===== config.mk =====
export PLATFORM = sky130hd
export DESIGN_NAME = flag_ctrl
export DESIGN_NICKNAME = d
export VERILOG_FILES = /design/src/rtl/flag_ctrl.sv
export SDC_FILE = /design/constraint.sdc
export NUM_CORES = 1
export LEC_CHECK = 0
export ABC_AREA = 1
export CORE_UTILIZATION = 48
export DETAILED_ROUTE_END_ITERATION = 7
export GPL_TIMING_DRIVEN = 0
export PLACE_DENSITY_LB_ADDON = 0.2
export RECOVER_POWER = 25
export SLEW_MARGIN = 25
export SYNTH_ARGS = -nofsm -noshare
export SYNTH_HDL_FRONTEND = slang
export SYNTH_SLANG_ARGS = --single-unit

===== constraint.sdc =====
create_clock -name clk -period 3.8 [get_ports clk]
set_clock_uncertainty 0.1 [all_clocks]
set_input_delay 0.76 -clock clk [delete_from_list [all_inputs] [get_ports clk]]
set_output_delay 0.76 -clock clk [all_outputs]
set_load 0.01 [all_outputs]

===== src/rtl/flag_ctrl.sv =====
// -----------------------------------------------------------------------------
// flag_ctrl
//   Sequencing controller for the 4-bit CPU flag register {C,V,N,Z}.
//   Arbitrates flag writers (masked ALU updates, shadow-stack save/restore
//   used on interrupt entry/exit) and evaluates branch condition codes on
//   settled flags. Drives the flag register's write-enable/data and reads
//   its outputs back through flags_q.
//
//   Optional feature macro: FLAG_CTRL_FWD_EN
//     defined   : conditions may also be accepted in COMMIT and evaluate on
//                 the in-flight write data (flag_d), removing the stall.
//     undefined : no condition is accepted during COMMIT.
//
// Ports
//   clk, rst_n        clock (rising edge), async active-low reset
//   alu_valid/ready   ALU update request / acceptance, alu_flags + update_mask
//   save_req          push flags_q onto shadow stack -> save_ack / save_err
//   restore_req       pop shadow stack into flag register -> restore_ack/_err
//   cond_valid/ready  condition request / acceptance, cond_code selector
//   cond_done/taken   result pulse / held result
//   flags_q           flag register outputs
//   flag_we, flag_d   flag register write-enable and data
//   stack_count       snapshots currently held
//
// Handshake semantics: every request is level-held by its source until it is
// serviced. alu_valid/cond_valid are accepted in a cycle where the matching
// ready is high; save_req/restore_req are serviced in a cycle where they win
// the fixed priority restore > alu > save > cond while the FSM is IDLE. The
// source drops a request on the clock edge at which it is serviced.
// -----------------------------------------------------------------------------
module flag_ctrl #(
  parameter int STACK_DEPTH = 4
) (
  input  logic                               clk,
  input  logic                               rst_n,
  input  logic                               alu_valid,
  output logic                               alu_ready,
  input  logic [3:0]                         alu_flags,
  input  logic [3:0]                         update_mask,
  input  logic                               save_req,
  output logic                               save_ack,
  output logic                               save_err,
  input  logic                               restore_req,
  output logic                               restore_ack,
  output logic                               restore_err,
  input  logic                               cond_valid,
  output logic                               cond_ready,
  input  logic [3:0]                         cond_code,
  output logic                               cond_done,
  output logic                               cond_taken,
  input  logic [3:0]                         flags_q,
  output logic                               flag_we,
  output logic [3:0]                         flag_d,
  output logic [$clog2(STACK_DEPTH+1)-1:0]   stack_count
);

  localparam int CW = $clog2(STACK_DEPTH + 1);
  localparam int IW = (STACK_DEPTH > 1) ? $clog2(STACK_DEPTH) : 1;

  typedef enum logic {
    IDLE   = 1'b0,
    COMMIT = 1'b1
  } state_t;

  state_t state;

  logic [3:0]    stack_mem [STACK_DEPTH];
  logic [IW-1:0] top_idx;
  logic [IW-1:0] push_idx;

  logic is_idle;
  logic grant_restore;
  logic grant_alu;
  logic grant_save;
  logic grant_cond;
  logic cond_gate;
  logic stack_full;
  logic stack_empty;
  logic push_en;
  logic [3:0] merged;
  logic [3:0] cond_src;

  // Condition evaluation on a {C,V,N,Z} vector.
  function automatic logic eval_cond(input logic [3:0] code, input logic [3:0] f);
    logic c, v, n, z;
    {c, v, n, z} = f;
    case (code)
      4'd0:    return z;
      4'd1:    return !z;
      4'd2:    return c;
      4'd3:    return !c;
      4'd4:    return n;
      4'd5:    return !n;
      4'd6:    return v;
      4'd7:    return !v;
      4'd8:    return c & !z;
      4'd9:    return !c | z;
      4'd10:   return n == v;
      4'd11:   return n != v;
      4'd12:   return !z & (n == v);
      4'd13:   return z | (n != v);
      4'd14:   return 1'b1;
      default: return 1'b0;
    endcase
  endfunction

  assign is_idle     = (state == IDLE);
  assign stack_full  = (stack_count == CW'(STACK_DEPTH));
  assign stack_empty = (stack_count == '0);
  assign top_idx     = IW'(stack_count - 1'b1);
  assign push_idx    = IW'(stack_count);

  assign grant_restore = is_idle & restore_req;
  assign grant_alu     = is_idle & !restore_req & alu_valid;
  assign grant_save    = is_idle & !restore_req & !alu_valid & save_req;
  assign push_en       = grant_save & !stack_full;

  assign alu_ready = is_idle & !restore_req;

`ifdef FLAG_CTRL_FWD_EN
  // In COMMIT the value being written is already on flag_d; evaluating on it
  // gives the same answer a condition would see one cycle later.
  assign cond_gate = 1'b1;
  assign cond_src  = is_idle ? flags_q : flag_d;
`else
  assign cond_gate = is_idle;
  assign cond_src  = flags_q;
`endif

  assign cond_ready = cond_gate & !restore_req & !alu_valid & !save_req;
  assign grant_cond = cond_ready & cond_valid;

  assign merged = (alu_flags & update_mask) | (flags_q & ~update_mask);

  // Snapshot storage needs no reset: entries are only read below stack_count.
  always_ff @(posedge clk) begin
    if (push_en) begin
      stack_mem[push_idx] <= flags_q;
    end
  end

  always_ff @(posedge clk or negedge rst_n) begin
    if (!rst_n) begin
      state       <= IDLE;
      stack_count <= '0;
      flag_we     <= 1'b0;
      flag_d      <= 4'b0000;
      save_ack    <= 1'b0;
      save_err    <= 1'b0;
      restore_ack <= 1'b0;
      restore_err <= 1'b0;
      cond_done   <= 1'b0;
      cond_taken  <= 1'b0;
    end else begin
      flag_we     <= 1'b0;
      save_ack    <= 1'b0;
      save_err    <= 1'b0;
      restore_ack <= 1'b0;
      restore_err <= 1'b0;
      cond_done   <= 1'b0;

      case (state)
        IDLE: begin
          if (grant_restore) begin
            if (!stack_empty) begin
              flag_we     <= 1'b1;
              flag_d      <= stack_mem[top_idx];
              restore_ack <= 1'b1;
              stack_count <= stack_count - 1'b1;
              state       <= COMMIT;
            end else begin
              restore_err <= 1'b1;
            end
          end else if (grant_alu) begin
            // An all-zero mask is accepted but writes nothing.
            if (update_mask != 4'b0000) begin
              flag_we <= 1'b1;
              flag_d  <= merged;
              state   <= COMMIT;
            end
          end else if (grant_save) begin
            if (!stack_full) begin
              save_ack    <= 1'b1;
              stack_count <= stack_count + 1'b1;
            end else begin
              save_err <= 1'b1;
            end
          end
        end
        COMMIT: begin
          // One cycle for the register to capture flag_d; this also keeps
          // flag_we from being high on two consecutive cycles.
          state <= IDLE;
        end
        default: begin
          state <= IDLE;
        end
      endcase

      if (grant_cond) begin
        cond_done  <= 1'b1;
        cond_taken <= eval_cond(cond_code, cond_src);
      end
    end
  end

endmodule


==> flow_summary.json <==
{
  "ctsHoldBuffers": 0,
  "setup_tns_ps": 0,
  "nets": 256,
  "synth_fp_nets": 212,
  "antenna_found_initial": 0,
  "initial_core_util_pct": 51.09,
  "instances_no_fill": 274,
  "cts_buffer_depth": 2,
  "worst_skew_pair.late_latency_ps": 320,
  "fmax_mhz": 328.9,
  "critPathMaxFanout": 3,
  "synth_warnings": 0,
  "synth_area_leaders": "edfxtp_1 30%, dfrtp_1 22%, nand2_1 8.8%",
  "synth.distinct_cells": 25,
  "crit_type": "in -> out",
  "fp.coreArea_mm2": 0.003103,
  "cts_made_buffers": 5,
  "dieHeight_um": 59.47,
  "hold_viol": 0,
  "wl_per_cell_um": 11.85,
  "irDropWorstVdd_mv": 0.2627,
  "ys_top_cells_by_count": "37 x nand2_1, 31 x nor2_1, 25 x inv_1",
  "path_clk_slew_ps": 100,
  "grt_pass1_wl_um": 5340,
  "critical_path.endpoint_type": "primary output",
  "h-tree-depth": 2,
  "start_kind": "primary input",
  "drive_gt1_share_pct": 10.00,
  "synth_edf_count": 16,
  "grt_start_max_net_pins": 15,
  "setup_violations": 0,
  "synth_top_area_share_pct": 30.31,
  "ys_seq_elements": 30,
  "rsz0062_at_grt": "false",
  "synthCells": 185,
  "dp.cells": 266,
  "cp.required_ps": 2940,
  "fin_area_mm2": 0.002112,
  "die_x_um": 59.47,
  "drtAntennaViolNets": 0,
  "period_share_pct": 80.01,
  "synth_ff_type": "edfxtp_1",
  "worst_pin_slew_ps": 608.7,
  "cts_root_buf": "clkbuf_4",
  "seq_area_frac_synth_pct": 52.41,
  "yosysMostFrequentCell": "nand2_1",
  "netlist_area_mm2": 0.001585,
  "slew-limit-headroom_pct": 59.29,
  "drt_iter0_drc": 78,
  "total_power_uw": 1275,
  "final_util_pct": 68.06,
  "overflow": 0,
  "drt-total-wl_um": 3248,
  "crit_chain": "clkdlybuf4s50_1 > nor2_2 > nand2_2 > nor2_1 > clkdlybuf4s50_1",
  "via_count": 1346,
  "drt_first_pass_iters": 4,
  "synth_top_area_cell": "edfxtp_1",
  "tritoncts": "built",
  "cp.arrival_ps": 2180,
  "postPlaceCellArea_mm2": 0.002011,
  "grt_pass1_vias": 1237,
  "fin_crit_ps": 3040,
  "track_usage_pct": 20.73,
  "fp-row-count": 20,
  "place_congestion": 0.8033,
  "cts_sinks": 30,
  "cpPeakStageDelay_ps": 550,
  "io_buffers": 37,
  "cpMaxStageDelayCell": "clkdlybuf4s50_1",
  "nFillCells": 279,
  "crit_top_cell": "clkdlybuf4s50_1",
  "post-cts-setup-buffers": 0,
  "diodes": 0,
  "ioPinCount": 38,
  "cts-resized-gates": 0,
  "p_leak_uw": 0.0009555,
  "dieArea_mm2": 0.003537,
  "maxCapViolCount": 0,
  "via_per_inst": 4.912,
  "power_density_mw_per_mm2": 603.7,
  "avgSynthCellArea_um2": 8.569,
  "place_hpwl_um": 2563,
  "drc": 0,
  "maxSlewViolCount": 0,
  "synthArstFlopShare_pct": 46.67,
  "syn_to_final_growth_pct": 33.23,
  "hold_path_class": "reg -> reg",
  "status": "complete, no violations"
}
==> report_power, final <==
group	total (uW)	internal [uW]	switching, uW
logic	516	228	287
registers	445	402	43.2
clock network	314	203	112
total	1270	833	442
==> layer usage <==
layer	share of wire, %	up-vias	GRT usage, %
met2	51	41	35.31
met4	1.3	0	8.163
met5	0	-	0
met3	4.2	4	5.459
met1	43	619	24.82
li1	-	682	-
==> final cells by class <==
| class | count | area, um^2 | share of cell area (%) |
|---|---|---|---|
| plain buffers | 2 | 8.758 | 0.4147 |
| clock buffers | 5 | 37.54 | 1.777 |
| clock inverters | 3 | 63.81 | 3.021 |
| inverters | 30 | 112.6 | 5.332 |
| multi-input cells | 123 | 633.1 | 29.98 |
| flip-flops and latches | 30 | 830.8 | 39.34 |
| well taps | 44 | 55.05 | 2.607 |
| repair buffers | 37 | 370.4 | 17.54 |
==> cell usage in the layout, fill, tap and decap left out, drive strengths merged <==
| cell type | instances |
|---|---|
| edfxtp | 16 |
| nor2 | 35 |
| or2 | 2 |
| a21oi | 8 |
| a211oi | 2 |
| o21ai | 16 |
| nand2 | 40 |
| clkdlybuf4s50 | 32 |
| o2111ai | 1 |
| nand3 | 9 |
| o211ai | 2 |
| clkinv | 1 |
| inv | 30 |
| ha | 5 |
| dlygate4sd3 | 5 |
| xor2 | 2 |
| nor3 | 1 |
| dfrtp | 14 |
| clkbuf | 6 |
| buf | 1 |
| bufinv | 2 |
==> cell families after synthesis <==
family | count (synthesis) | synth area share [%]
and+or+nand+nor | 87 | 24.62
adders and majority gates | 5 | 3.946
buffers and inverters | 32 | 7.655
AOI/OAI and AO/OA | 29 | 10.26
DFF | 30 | 52.41
xor gates and xnor gates | 2 | 1.105
==> worst max-delay path, delay by kind of cell <==
kind | cells | cell delay, ps
buf+inv | 2 | 1000
simple gates | 3 | 410
==> registers in the layout (all words and copies together), names as in the netlist <==
signal,cells
cond_done,1
cond_taken,1
flag_d,4
flag_we,1
restore_ack,1
restore_err,1
save_ack,1
save_err,1
stack_count,3
stack_mem,16
==> final timing paths <==
check | depth (start not counted) | start | slack [ps] | end
setup reg to reg | 8 | stack_count[0] | 1670 | flag_d[1]
hold reg to reg | 2 | flag_d[3] | 390 | flag_d[3]
setup / recovery | 5 | restore_req | 760 | cond_ready
max in group asynchronous | 1 | rst_n | 2420 | flag_d[2]
min in group asynchronous | 1 | rst_n | 770 | stack_count[1]
hold / removal | 2 | flag_d[3] | 390 | flag_d[3]
==> through the flow <==
stage | setup slack (ps) | hold WS, ps
finish | 759.8 | 394.5
detailed placement | 749.4 | 371.9
CTS | 745.9 | 395.9
global route | 683.1 | 404.2
global placement | 791.3 | 362.9
floorplan | 1690 | 364.4
Note: power is estimated with default switching activity, not from simulation.
